**config.mk**
```make
export PLATFORM = sky130hd
export DESIGN_NAME = accel_seq_ctrl_flat
export DESIGN_NICKNAME = d
export VERILOG_FILES = /design/src/rtl/accel_seq_ctrl_if.sv /design/src/rtl/accel_seq_ctrl.sv /design/src/flat_wrapper.sv
export SDC_FILE = /design/constraint.sdc
export NUM_CORES = 1
export LEC_CHECK = 0
export CORE_MARGIN = 3
export CORE_UTILIZATION = 35
export CTS_CLUSTER_SIZE = 25
export DETAILED_ROUTE_END_ITERATION = 7
export PLACE_DENSITY = 0.78
export SLEW_MARGIN = 10
export SYNTH_ARGS = -nofsm -noshare
export SYNTH_HDL_FRONTEND = slang
export SYNTH_SLANG_ARGS = --single-unit
```
**constraint.sdc**
```tcl
create_clock -name clk -period 2.2 [get_ports clk]
set_input_delay 0.22 -clock clk [delete_from_list [all_inputs] [get_ports clk]]
set_output_delay 0.22 -clock clk [all_outputs]
set_load 0.02 [all_outputs]
```
**src/rtl/accel_seq_ctrl_if.sv**
```systemverilog
// Handshake bundle between host logic, accel_seq_ctrl and the bit-reversal wrapper.
// master: sequencer side (drives cmd_ready/in_ready/out_*/acc_* controls).
// slave:  host + wrapper side (drives commands, input words, out_ready, done/dout).
interface accel_seq_ctrl_if #(
    parameter int DATA_W = 32,
    parameter int LEN_W  = 7
);
    logic              cmd_valid_i;
    logic              cmd_ready_o;
    logic [LEN_W-1:0]  cmd_len_i;
    logic              in_valid_i;
    logic              in_ready_o;
    logic [DATA_W-1:0] in_data_i;
    logic              out_valid_o;
    logic              out_ready_i;
    logic [DATA_W-1:0] out_data_o;
    logic              out_last_o;
    logic              busy_o;
    logic              err_timeout_o;
    logic [DATA_W-1:0] acc_din_o;
    logic              acc_write_o;
    logic              acc_start_o;
    logic              acc_done_i;
    logic              acc_read_o;
    logic [DATA_W-1:0] acc_dout_i;

    modport master (
        input  cmd_valid_i, cmd_len_i,
        input  in_valid_i, in_data_i,
        input  out_ready_i,
        input  acc_done_i, acc_dout_i,
        output cmd_ready_o, in_ready_o,
        output out_valid_o, out_data_o, out_last_o,
        output busy_o, err_timeout_o,
        output acc_din_o, acc_write_o,
        output acc_start_o, acc_read_o
    );

    modport slave (
        output cmd_valid_i, cmd_len_i,
        output in_valid_i, in_data_i,
        output out_ready_i,
        output acc_done_i, acc_dout_i,
        input  cmd_ready_o, in_ready_o,
        input  out_valid_o, out_data_o, out_last_o,
        input  busy_o, err_timeout_o,
        input  acc_din_o, acc_write_o,
        input  acc_start_o, acc_read_o
    );
endinterface

```
**src/rtl/accel_seq_ctrl.sv**
```systemverilog
// Job sequencer for the bit-reversal wrapper: load N words, start, wait done, drain N results.
// Ports: clk, rst_n (sync, active low), bus (accel_seq_ctrl_if.master: cmd/in/out streams + acc_* pins).
module accel_seq_ctrl #(
    parameter int DATA_W  = 32,
    parameter int MAX_LEN = 64,
    parameter int LEN_W   = 7,
    parameter int TIMEOUT = 1024
) (
    input  logic clk,
    input  logic rst_n,
    accel_seq_ctrl_if.master bus
);
    localparam int CNT_W = (TIMEOUT > 2) ? $clog2(TIMEOUT) : 1;

    typedef enum logic [2:0] {
        IDLE, LOAD, START, WAIT, RD, CAP, OUT
    } state_t;

    state_t            state;
    logic [LEN_W-1:0]  len;
    logic [LEN_W-1:0]  wr_cnt;
    logic [LEN_W-1:0]  rd_cnt;
    logic [CNT_W-1:0]  wait_cnt;
    logic              cmd_ready;
    logic              busy;
    logic              in_ready;
    logic              start;
    logic              read;
    logic              out_valid;
    logic              out_last;
    logic              err;
    logic [DATA_W-1:0] out_data;
    logic [LEN_W-1:0]  len_clamp;
    logic              wr_fire;

    assign len_clamp = (bus.cmd_len_i > LEN_W'(MAX_LEN))
                     ? LEN_W'(MAX_LEN) : bus.cmd_len_i;
    assign wr_fire   = in_ready & bus.in_valid_i;

    // Write strobe and data pass straight through while loading.
    assign bus.acc_write_o   = wr_fire;
    assign bus.acc_din_o     = wr_fire ? bus.in_data_i : '0;
    assign bus.acc_start_o   = start;
    assign bus.acc_read_o    = read;
    assign bus.cmd_ready_o   = cmd_ready;
    assign bus.in_ready_o    = in_ready;
    assign bus.busy_o        = busy;
    assign bus.err_timeout_o = err;
    assign bus.out_valid_o   = out_valid;
    assign bus.out_data_o    = out_data;
    assign bus.out_last_o    = out_last;

    always_ff @(posedge clk) begin
        if (!rst_n) begin
            state     <= IDLE;
            len       <= '0;
            wr_cnt    <= '0;
            rd_cnt    <= '0;
            wait_cnt  <= '0;
            cmd_ready <= 1'b1;
            busy      <= 1'b0;
            in_ready  <= 1'b0;
            start     <= 1'b0;
            read      <= 1'b0;
            out_valid <= 1'b0;
            out_last  <= 1'b0;
            out_data  <= '0;
            err       <= 1'b0;
        end else begin
            unique case (state)
                IDLE: begin
                    if (bus.cmd_valid_i) begin
                        len <= len_clamp;
                        err <= 1'b0;
                        if (len_clamp != '0) begin
                            state     <= LOAD;
                            wr_cnt    <= '0;
                            rd_cnt    <= '0;
                            cmd_ready <= 1'b0;
                            busy      <= 1'b1;
                            in_ready  <= 1'b1;
                        end
                    end
                end
                LOAD: begin
                    if (wr_fire) begin
                        wr_cnt <= wr_cnt + LEN_W'(1);
                        if (wr_cnt == len - LEN_W'(1)) begin
                            state    <= START;
                            in_ready <= 1'b0;
                            start    <= 1'b1;
                        end
                    end
                end
                START: begin
                    start    <= 1'b0;
                    wait_cnt <= '0;
                    state    <= WAIT;
                end
                WAIT: begin
                    if (bus.acc_done_i) begin
                        state <= RD;
                        read  <= 1'b1;
                    end else begin
                        wait_cnt <= wait_cnt + CNT_W'(1);
                        // Abort as the counter steps onto TIMEOUT-1.
                        if (wait_cnt == CNT_W'(TIMEOUT - 2)) begin
                            err       <= 1'b1;
                            state     <= IDLE;
                            cmd_ready <= 1'b1;
                            busy      <= 1'b0;
                        end
                    end
                end
                RD: begin
                    read  <= 1'b0;
                    state <= CAP;
                end
                CAP: begin
                    // Wrapper dout is valid the cycle after the read strobe.
                    out_data  <= bus.acc_dout_i;
                    out_valid <= 1'b1;
                    out_last  <= (rd_cnt == len - LEN_W'(1));
                    state     <= OUT;
                end
                OUT: begin
                    if (bus.out_ready_i) begin
                        out_valid <= 1'b0;
                        out_last  <= 1'b0;
                        rd_cnt    <= rd_cnt + LEN_W'(1);
                        if (out_last) begin
                            state     <= IDLE;
                            cmd_ready <= 1'b1;
                            busy      <= 1'b0;
                        end else begin
                            state <= RD;
                            read  <= 1'b1;
                        end
                    end
                end
                default: begin
                    state     <= IDLE;
                    cmd_ready <= 1'b1;
                    busy      <= 1'b0;
                    in_ready  <= 1'b0;
                    start     <= 1'b0;
                    read      <= 1'b0;
                    out_valid <= 1'b0;
                end
            endcase
        end
    end
endmodule

```
**src/flat_wrapper.sv**
```systemverilog
// flat-port wrapper written by rule: the top's interface ports become plain ports
module accel_seq_ctrl_flat 
#(
    parameter int DATA_W  = 32,
    parameter int MAX_LEN = 64,
    parameter int LEN_W   = 7,
    parameter int TIMEOUT = 1024
)
  (clk, rst_n, bus_cmd_valid_i, bus_cmd_len_i, bus_in_valid_i, bus_in_data_i, bus_out_ready_i, bus_acc_done_i, bus_acc_dout_i, bus_cmd_ready_o, bus_in_ready_o, bus_out_valid_o, bus_out_data_o, bus_out_last_o, bus_busy_o, bus_err_timeout_o, bus_acc_din_o, bus_acc_write_o, bus_acc_start_o, bus_acc_read_o);
  accel_seq_ctrl_if #(.DATA_W(DATA_W), .LEN_W(LEN_W)) bus_i ();
  input  logic clk;
  input  logic rst_n;
  input wire logic [$bits(bus_i.cmd_valid_i)-1:0] bus_cmd_valid_i;
  input wire logic [$bits(bus_i.cmd_len_i)-1:0] bus_cmd_len_i;
  input wire logic [$bits(bus_i.in_valid_i)-1:0] bus_in_valid_i;
  input wire logic [$bits(bus_i.in_data_i)-1:0] bus_in_data_i;
  input wire logic [$bits(bus_i.out_ready_i)-1:0] bus_out_ready_i;
  input wire logic [$bits(bus_i.acc_done_i)-1:0] bus_acc_done_i;
  input wire logic [$bits(bus_i.acc_dout_i)-1:0] bus_acc_dout_i;
  output wire logic [$bits(bus_i.cmd_ready_o)-1:0] bus_cmd_ready_o;
  output wire logic [$bits(bus_i.in_ready_o)-1:0] bus_in_ready_o;
  output wire logic [$bits(bus_i.out_valid_o)-1:0] bus_out_valid_o;
  output wire logic [$bits(bus_i.out_data_o)-1:0] bus_out_data_o;
  output wire logic [$bits(bus_i.out_last_o)-1:0] bus_out_last_o;
  output wire logic [$bits(bus_i.busy_o)-1:0] bus_busy_o;
  output wire logic [$bits(bus_i.err_timeout_o)-1:0] bus_err_timeout_o;
  output wire logic [$bits(bus_i.acc_din_o)-1:0] bus_acc_din_o;
  output wire logic [$bits(bus_i.acc_write_o)-1:0] bus_acc_write_o;
  output wire logic [$bits(bus_i.acc_start_o)-1:0] bus_acc_start_o;
  output wire logic [$bits(bus_i.acc_read_o)-1:0] bus_acc_read_o;
  assign bus_i.cmd_valid_i = bus_cmd_valid_i;
  assign bus_i.cmd_len_i = bus_cmd_len_i;
  assign bus_i.in_valid_i = bus_in_valid_i;
  assign bus_i.in_data_i = bus_in_data_i;
  assign bus_i.out_ready_i = bus_out_ready_i;
  assign bus_i.acc_done_i = bus_acc_done_i;
  assign bus_i.acc_dout_i = bus_acc_dout_i;
  assign bus_cmd_ready_o = bus_i.cmd_ready_o;
  assign bus_in_ready_o = bus_i.in_ready_o;
  assign bus_out_valid_o = bus_i.out_valid_o;
  assign bus_out_data_o = bus_i.out_data_o;
  assign bus_out_last_o = bus_i.out_last_o;
  assign bus_busy_o = bus_i.busy_o;
  assign bus_err_timeout_o = bus_i.err_timeout_o;
  assign bus_acc_din_o = bus_i.acc_din_o;
  assign bus_acc_write_o = bus_i.acc_write_o;
  assign bus_acc_start_o = bus_i.acc_start_o;
  assign bus_acc_read_o = bus_i.acc_read_o;
  accel_seq_ctrl #(.DATA_W(DATA_W), .MAX_LEN(MAX_LEN), .LEN_W(LEN_W), .TIMEOUT(TIMEOUT)) u_core (.clk(clk), .rst_n(rst_n), .bus(bus_i));
endmodule
```
==> flow_summary.json, run 1 <==
{
  "place_congestion": 0.828,
  "period_needed_ns": 2.09,
  "post_cts_resized": 0,
  "die_area_mm2": 0.0122,
  "grt_pass1_vias": 3865,
  "ys_types": 54,
  "synth-seq-area-share": 0.388,
  "io_pins": 150,
  "cts_buffer_depth": 2,
  "cts_made_buffers": 9,
  "syn-cell-area_mm2": 0.00382,
  "hpwl_um": 8570,
  "dp_cells": 756,
  "hold_class": "primary input to register",
  "status": "completed",
  "cts_hold_buf": 0,
  "via_per_inst": 5.02,
  "finalInstanceArea_mm2": 0.00571,
  "rsz0062_at_grt": "false",
  "p_comb_frac": 0.174,
  "grt_pass1_wl_um": 18600,
  "final-seq-area_mm2": 0.00148,
  "p_leak_nw": 2.10,
  "synth_ff_type": "dfxtp_1",
  "detail_route.wirelength.met1_um": 4690,
  "layout_setup_ws_ns": 0.112,
  "die_w_um": 110,
  "yosysWarnings": 0,
  "avgRoutedWirePerCell_um": 14.8,
  "fill_cells": 1014,
  "globalRouteTotalUtil": 0.181,
  "worst_pin_slew_ns": 0.785,
  "final_hold_viol_count": 0,
  "seqPwrFrac": 0.491,
  "synth-async-reset-ratio": 0,
  "ant_nets": 0,
  "cp_max_fo": 34,
  "worstPathArrival_ns": 1.87,
  "fin_setup_tns_ns": 0,
  "p_sw_frac": 0.262,
  "core-area_mm2": 0.0105,
  "synthCells": 476,
  "cp-start-kind": "register",
  "synth-seq-cells": 74,
  "portBuffers": 149,
  "internal_power_mw": 2.06,
  "grt_max_degree": 35,
  "fin_crit_sh": 0.949,
  "drive_above_1_share": 0.0865,
  "finalSetupViolCount": 0,
  "synth.avg_cell_area_um2": 8.03,
  "report.final.slew_viol_count": 0,
  "fp.dieH_um": 110,
  "overflow": 0,
  "cts_setup_buffers": 0,
  "root_buffer": "clkbuf_8",
  "vias": 3873,
  "layout_commonest_cell": "clkdlybuf4s50_1",
  "final_cell_mix": "149 x clkdlybuf4s50_1, 99 x nand2_1, 74 x dfxtp_1",
  "syn-num-nets": 558,
  "clk_pin_slew_ns": 0.08,
  "cts_tree": "yes",
  "syn_to_final_growth_pct": 49.6,
  "maxSlewHeadroom": 0.476,
  "drt-initial-drc-count": 177,
  "preCtsSetupSlack_ns": 0.0832,
  "routed-wl-met2_um": 5930,
  "clkPwrFrac": 0.335,
  "cts_sinks": 74,
  "ir_drop_mv": 0.336,
  "rows": 37,
  "multi_input_area_mm2": 0.00216,
  "drc": 0,
  "top_layer_used": "met4",
  "critPathKind": "register to primary output",
  "insertion_delay_ns": 0.35,
  "p_per_area_mw_per_mm2": 489,
  "max_freq_ghz": 0.479,
  "cts_max_level": 3,
  "dr.pass1.iters": 5,
  "power.switching_mw": 0.733,
  "cp-end-kind": "primary output",
  "route.met3.wl_um": 669,
  "antenna_found_initial": 0,
  "crit_required_ns": 1.98,
  "routed_wl_um": 11400,
  "initial_core_util": 0.365,
  "synth_edf_count": 0,
  "place_area_mm2": 0.00553,
  "drv_cap": 0,
  "layoutNonFillerInstCount": 772,
  "clock_skew_ns": 0.00506,
  "antenna_cells": 0,
  "nNetsFinal": 713
}
-- metal layers --
metal  track usage  vias up
met3        0.0581       11
met2         0.331      103
met1         0.204     1816
met4        0.0411        0
met5             0        -
li1              -     1943
-- power by group through the flow --
stage                     clock network [mW]  logic [mW]  registers (mW)
after floorplan                            0       0.217            1.40
after global placement                     0       0.473            1.40
after detailed placement                   0       0.481            1.40
after CTS                              0.969       0.485            1.37
after global routing                    1.05       0.520            1.37
final                                  0.936       0.486            1.37
-- final cells by class --
cell class,count,area share
clock inverter,5,0.00526
multi-input combinational,359,0.378
clock buffer,11,0.0247
sequential,74,0.259
timing repair buffer,174,0.295
inverter,13,0.00854
tap,136,0.0298
-- metrics by stage --
| stage | total power [mW] | util | hold slack, ns |
|---|---|---|---|
| final | 2.79 | 0.546 | 0.416 |
| after global routing | 2.94 | 0.546 | 0.403 |
| after CTS | 2.82 | 0.545 | 0.404 |
| after detailed placement | 1.88 | 0.529 | 0.449 |
| after global placement | 1.87 | 0.529 | 0.442 |
| after floorplan | 1.62 | - | 0.356 |
-- cells in the mapped netlist, drive strengths merged, types with 2 or more instances --
cell | instances | area (um^2)
inv | 13 | 48.8
clkbuf | 26 | 97.6
nor3b | 2 | 15.0
dfxtp | 74 | 1480
and2 | 5 | 31.3
nand2 | 99 | 372
o2111ai | 2 | 17.5
a21boi | 23 | 173
nor2b | 3 | 18.8
buf | 4 | 38.8
nand3 | 13 | 65.1
a21oi | 37 | 185
a211oi | 6 | 55.1
nand3b | 7 | 52.6
ha | 5 | 62.6
nor4 | 2 | 12.5
xnor2 | 23 | 201
xor2 | 11 | 96.3
o21a | 3 | 22.5
nor3 | 8 | 40.0
nand4 | 5 | 31.3
nand2b | 2 | 12.5
nor2 | 26 | 105
a2111oi | 3 | 45.0
and3 | 35 | 219
or3 | 3 | 18.8
o21ai | 13 | 76.3
o211ai | 2 | 15.0
or2 | 2 | 12.5
-- kinds of logic after synthesis --
group | count (synthesis) | share of synthesized area
AND/OR/NAND/NOR | 220 | 0.286
AO/OA/AOI/OAI | 99 | 0.178
flip-flops | 74 | 0.388
buffers and inverters | 43 | 0.0485
XOR/XNOR | 35 | 0.0839
adder cells (fa/ha/maj) | 5 | 0.0164
-- critical path: stages, from the launching register on --
cell and delay [ns]:
dfxtp_1 0.40, buf_4 0.29, and3_1 0.20, clkdlybuf4s50_1 0.62
-- registers in the layout, summed over array words and instances (netlist names) --
name	count
u_core.state	3
u_core.bus.cmd_ready_o	1
u_core.bus.acc_read_o	1
u_core.bus.in_ready_o	1
u_core.bus.busy_o	1
u_core.rd_cnt	7
u_core.len	7
u_core.wait_cnt	10
u_core.bus.out_data_o	32
u_core.bus.out_last_o	1
u_core.wr_cnt	7
u_core.bus.acc_start_o	1
u_core.bus.err_timeout_o	1
u_core.bus.out_valid_o	1
-- worst paths after layout --
| check | startpoint | end | slack (ns) | depth (start not counted) |
|---|---|---|---|---|
| max reg2reg | u_core.len[1] | u_core.bus.in_ready_o | 0.25 | 8 |
| max | u_core.bus.in_ready_o | bus_acc_din_o[6] | 0.11 | 3 |
| min reg2reg | u_core.bus.out_data_o[20] | u_core.bus.out_data_o[20] | 0.46 | 2 |
| min | bus_acc_dout_i[21] | u_core.bus.out_data_o[21] | 0.42 | 3 |
Power figures use the tool's default switching activity.
==> run 2: changes to the inputs <==
--- a/config.mk
+++ b/config.mk
@@ -10,6 +10,8 @@
 export CTS_CLUSTER_SIZE = 25
 export DETAILED_ROUTE_END_ITERATION = 7
 export PLACE_DENSITY = 0.78
+export RECOVER_POWER = 50
+export SKIP_LAST_GASP = 1
 export SLEW_MARGIN = 10
 export SYNTH_ARGS = -nofsm -noshare
 export SYNTH_HDL_FRONTEND = slang
==> flow_summary.json, run 2 (synthesis results as in run 1) <==
{
  "cp-end-kind": "register",
  "multi_input_area_mm2": 0.00214,
  "max_freq_ghz": 0.476,
  "hold_class": "primary input to register",
  "period_needed_ns": 2.10,
  "utilization": 0.543,
  "worst_pin_slew_ns": 0.776,
  "final_cell_mix": "110 x clkdlybuf4s50_1, 99 x nand2_1, 74 x dfxtp_1",
  "cts_hold_buf": 0,
  "io_pins": 150,
  "fp.dieH_um": 110,
  "vias": 3855,
  "portBuffers": 149,
  "report.final.slew_viol_count": 0,
  "hpwl_um": 8570,
  "avgRoutedWirePerCell_um": 14.7,
  "ir_drop_mv": 0.335,
  "insertion_delay_ns": 0.35,
  "place_congestion": 0.828,
  "worstPathArrival_ns": 2.36,
  "cts_made_buffers": 9,
  "ant_nets": 0,
  "antenna_cells": 0,
  "drc": 0,
  "clkPwrFrac": 0.336,
  "overflow": 0,
  "clock_skew_ns": 0.00517,
  "seqPwrFrac": 0.493,
  "p_sw_frac": 0.262,
  "via_per_inst": 4.99,
  "largest_register_ffs": 32,
  "internal_power_mw": 2.05,
  "grt_pass1_vias": 3865,
  "routed_wl_um": 11300,
  "dr.pass1.iters": 4,
  "p_per_area_mw_per_mm2": 490,
  "final_hold_viol_count": 0,
  "initial_core_util": 0.365,
  "fill_cells": 1024,
  "p_leak_nw": 2.21,
  "cts_tree": "yes",
  "root_buffer": "clkbuf_8",
  "syn_to_final_growth_pct": 48.6,
  "die_area_mm2": 0.0122,
  "rsz0062_at_grt": "false",
  "grt_pass1_wl_um": 18600,
  "globalRouteTotalUtil": 0.181,
  "nNetsFinal": 713,
  "drt-initial-drc-count": 193,
  "final-seq-area_mm2": 0.00148,
  "crit_required_ns": 2.46,
  "power.switching_mw": 0.729,
  "fin_crit_sh": 0.955,
  "critPathKind": "primary input to register",
  "fin_setup_tns_ns": 0,
  "drive_above_1_share": 0.0755,
  "p_comb_frac": 0.171,
  "antenna_found_initial": 0,
  "drv_cap": 0,
  "layout_commonest_cell": "clkdlybuf4s50_1",
  "cts_buffer_depth": 2,
  "cts_max_level": 3,
  "core-area_mm2": 0.0105,
  "cp_max_fo": 4,
  "die_w_um": 110,
  "status": "completed",
  "finalSetupViolCount": 0,
  "cts_sinks": 74,
  "grt_max_degree": 35,
  "clk_pin_slew_ns": 0.08,
  "rows": 37,
  "maxSlewHeadroom": 0.482,
  "cp-start-kind": "primary input"
}
## run 2: cell type report
| type | instances | share of cell area |
|---|---|---|
| clock buffers | 11 | 0.0249 |
| inverters | 13 | 0.00860 |
| clock inverters | 5 | 0.00529 |
| repair buffers | 174 | 0.293 |
| flip-flops and latches | 74 | 0.261 |
| multi-input cells | 359 | 0.378 |
| well taps | 136 | 0.0300 |
## run 2: power by group through the flow
stage	Clock (mW)	Sequential [mW]	Combinational [mW]
final	0.933	1.37	0.477
after global routing	1.05	1.37	0.511
after CTS	0.969	1.37	0.485
after detailed placement	0	1.40	0.481
after global placement	0	1.40	0.473
after floorplan	0	1.40	0.217
## run 2: metal layers
| metal | GRT usage | wire length [um] |
|---|---|---|
| met1 | 0.204 | 4570 |
| met2 | 0.331 | 5970 |
| met3 | 0.0581 | 717 |
| met4 | 0.0411 | 76 |
| met5 | 0 | 0 |
## run 2: worst paths after layout
| check | startpoint | end | cells past startpoint | slack (ns) |
|---|---|---|---|---|
| hold / removal | bus_acc_dout_i[21] | u_core.bus.out_data_o[21] | 3 | 0.42 |
| hold reg to reg | u_core.bus.out_data_o[21] | u_core.bus.out_data_o[21] | 2 | 0.46 |
| setup / recovery | bus_cmd_len_i[4] | u_core.wr_cnt[1] | 7 | 0.1 |
| setup reg to reg | u_core.state[0] | u_core.bus.acc_start_o | 6 | 0.11 |
## run 2: worst max-delay path, cell delays in order
cell             delay, ns
clkdlybuf4s50_1       0.43
or4_1                 0.60
o21ai_0               0.50
clkbuf_1              0.20
and2_0                0.17
nand2_1               0.06
a21boi_0              0.18
## run 2: per-stage QoR
stage	instance area, um^2	cells	power (mW)	setup slack (ns)	hold slack (ns)
after detailed placement	5530	756	1.88	0.0832	0.449
after floorplan	3820	476	1.62	0.148	0.356
after global placement	5530	756	1.87	0.129	0.442
final	5680	772	2.78	0.0994	0.417
after global routing	5680	772	2.93	0.000165	0.403
after CTS	5700	772	2.82	0.0767	0.404
## run 2: timing repair
item,in CTS,in global routing
setup buffers,0,0
gates resized for setup,0,2
endpoints found under the setup margin,0,11
==> run 3: changes to the inputs <==
--- a/config.mk
+++ b/config.mk
@@ -5,11 +5,11 @@
 export SDC_FILE = /design/constraint.sdc
 export NUM_CORES = 1
 export LEC_CHECK = 0
-export CORE_MARGIN = 3
+export CORE_MARGIN = 2
 export CORE_UTILIZATION = 35
 export CTS_CLUSTER_SIZE = 25
 export DETAILED_ROUTE_END_ITERATION = 7
-export PLACE_DENSITY = 0.78
+export PLACE_DENSITY = 0.8
 export RECOVER_POWER = 50
 export SKIP_LAST_GASP = 1
 export SLEW_MARGIN = 10
==> constraint.sdc (replaced) <==
create_clock -name clk -period 1.8 [get_ports clk]
set_input_delay 0.18 -clock clk [delete_from_list [all_inputs] [get_ports clk]]
set_output_delay 0.18 -clock clk [all_outputs]
set_load 0.02 [all_outputs]
==> flow_summary.json, run 3 (synthesis results as in run 1) <==
{
  "place_congestion": 0.886,
  "cp-start-kind": "register",
  "globalRouteTotalUtil": 0.201,
  "final-seq-area_mm2": 0.00149,
  "core-area_mm2": 0.0107,
  "maxSlewHeadroom": 0.493,
  "dp_cells": 780,
  "syn_to_final_growth_pct": 58.8,
  "violations": "negative setup slack",
  "finalInstanceArea_mm2": 0.00607,
  "drive_above_1_share": 0.159,
  "finalSetupViolCount": 2,
  "layout_commonest_cell": "nand2_1",
  "root_buffer": "clkbuf_8",
  "status": "complete, but fails checks",
  "clk_pin_slew_ns": 0.08,
  "drv_cap": 0,
  "rows": 38,
  "insertion_delay_ns": 0.36,
  "cts_buffer_depth": 2,
  "die_area_mm2": 0.0118,
  "antenna_cells": 0,
  "hpwl_um": 8870,
  "crit_required_ns": 2.05,
  "routed_wl_um": 12100,
  "hold_class": "primary input to register",
  "cts_max_level": 3,
  "layout_setup_ws_ns": -0.0356,
  "nNetsFinal": 739,
  "io_pins": 150,
  "overflow": 0,
  "fill_cells": 955,
  "grt_pass1_wl_um": 18800,
  "worst_pin_slew_ns": 0.760,
  "worstPathArrival_ns": 2.08,
  "crit_top_cell": "xnor2_1",
  "fp.dieH_um": 108,
  "period_needed_ns": 1.84,
  "multi_input_area_mm2": 0.00231,
  "final_cell_mix": "98 x nand2_1, 78 x clkdlybuf4s50_1, 68 x dfxtp_1",
  "ir_drop_mv": 0.540,
  "grt_max_degree": 33,
  "final_hold_viol_count": 0,
  "max_freq_ghz": 0.545,
  "initial_core_util": 0.355,
  "layoutNonFillerInstCount": 802,
  "dr.pass1.iters": 5,
  "avgRoutedWirePerCell_um": 15.1,
  "vias": 4063,
  "portBuffers": 149,
  "critPathKind": "register to register",
  "cp-end-kind": "register",
  "report.final.slew_viol_count": 0,
  "die_w_um": 108,
  "antenna_found_initial": 0,
  "cts_made_buffers": 9,
  "cpPeakStageDelay_ns": 0.33,
  "grt_pass1_vias": 3968,
  "path_cells": "inv_2 -> ha_4 -> nor3b_4 -> xnor2_1 -> xnor2_1 -> nor4_2 -> buf_4 -> a32o_1",
  "fin_crit_sh": 1.02,
  "cts_sinks": 74,
  "p_leak_nw": 2.55,
  "drc": 0,
  "place_area_mm2": 0.00572,
  "drt-initial-drc-count": 336,
  "via_per_inst": 5.07,
  "rsz0062_at_grt": "true",
  "cts_hold_buf": 0,
  "finalPower_mw": 3.67,
  "cts_tree": "yes",
  "p_per_area_mw_per_mm2": 605,
  "critical_path.slowest_cell": "dfxtp_2",
  "utilization": 0.565,
  "largest_register_ffs": 32,
  "clock_skew_ns": 0.0127,
  "ant_nets": 0,
  "cp_max_fo": 3
}
run 3: cell count changes in the layout (fill, tap and decap cells not counted), moves of 4 or more:
cell / previous run / this run
dfxtp_1: 74 / 68
xnor2_2: 0 / 4
xnor2_1: 23 / 19
buf_4: 18 / 43
clkdlybuf4s50_1: 110 / 78
dfxtp_2: 0 / 5
dlygate4sd2_1: 0 / 33
run 3: cell type report:
cell class                 count  area share
multi-input combinational    359       0.381
timing repair buffer         200       0.305
sequential                    74       0.246
tap                          140      0.0289
clock buffer                  10      0.0210
clock inverter                 6      0.0109
inverter                      13     0.00804
run 3: what timing repair did:
action | 4_1_cts | 5_1_grt
hold endpoints to repair | 0 | 0
gates cloned | 0 | 0
endpoints found under the setup margin | 37 | 13
gates resized for setup | 49 | 17
buffers inserted | 2 | 4
pin swaps | 8 | 6
run 3: stage by stage:
stage | setup slack (ns) | hold WS (ns) | TNS (ns)
2_1_floorplan | -0.0142 | 0.316 | -0.0142
3_3_place_gp | -0.261 | 0.442 | -5.87
3_5_place_dp | -0.300 | 0.449 | -7.03
4_1_cts | -0.00107 | 0.370 | -0.00107
5_1_grt | -0.0948 | 0.368 | -0.312
6_report | -0.0356 | 0.374 | -0.0417
run 3: path summary, 6_finish.rpt:
check / start / to / depth (start not counted) / slack, ns
setup / recovery: u_core.len[1] / u_core.bus.acc_start_o / 8 / -0.04
hold reg to reg: u_core.bus.out_data_o[17] / u_core.bus.out_data_o[17] / 2 / 0.46
setup reg to reg: u_core.len[1] / u_core.bus.acc_start_o / 8 / -0.04
hold / removal: bus_acc_dout_i[21] / u_core.bus.out_data_o[21] / 3 / 0.37
run 3: report_power, final:
part / internal (mW) / switching (mW)
sequential: 1.65 / 0.0253
clock: 0.646 / 0.655
combinational: 0.383 / 0.304
total: 2.68 / 0.985
run 3: per-layer routing:
metal  share of wire  global-route usage  routed length [um]
met1            0.41               0.239                4920
met4           0.025              0.0971                 301
met2            0.52               0.345                6240
met3           0.053              0.0410                 639
met5               0                   0                   0
run 3: worst max-delay path: cells and delay by family (launching register included):
kind / cells / cell delay [ns]
XOR/XNOR: 2 / 0.44
AO/OA/AOI/OAI: 1 / 0.22
buffers and inverters: 2 / 0.22
AND/OR/NAND/NOR: 2 / 0.35
adder cells (fa/ha/maj): 1 / 0.15
flip-flops: 1 / 0.33
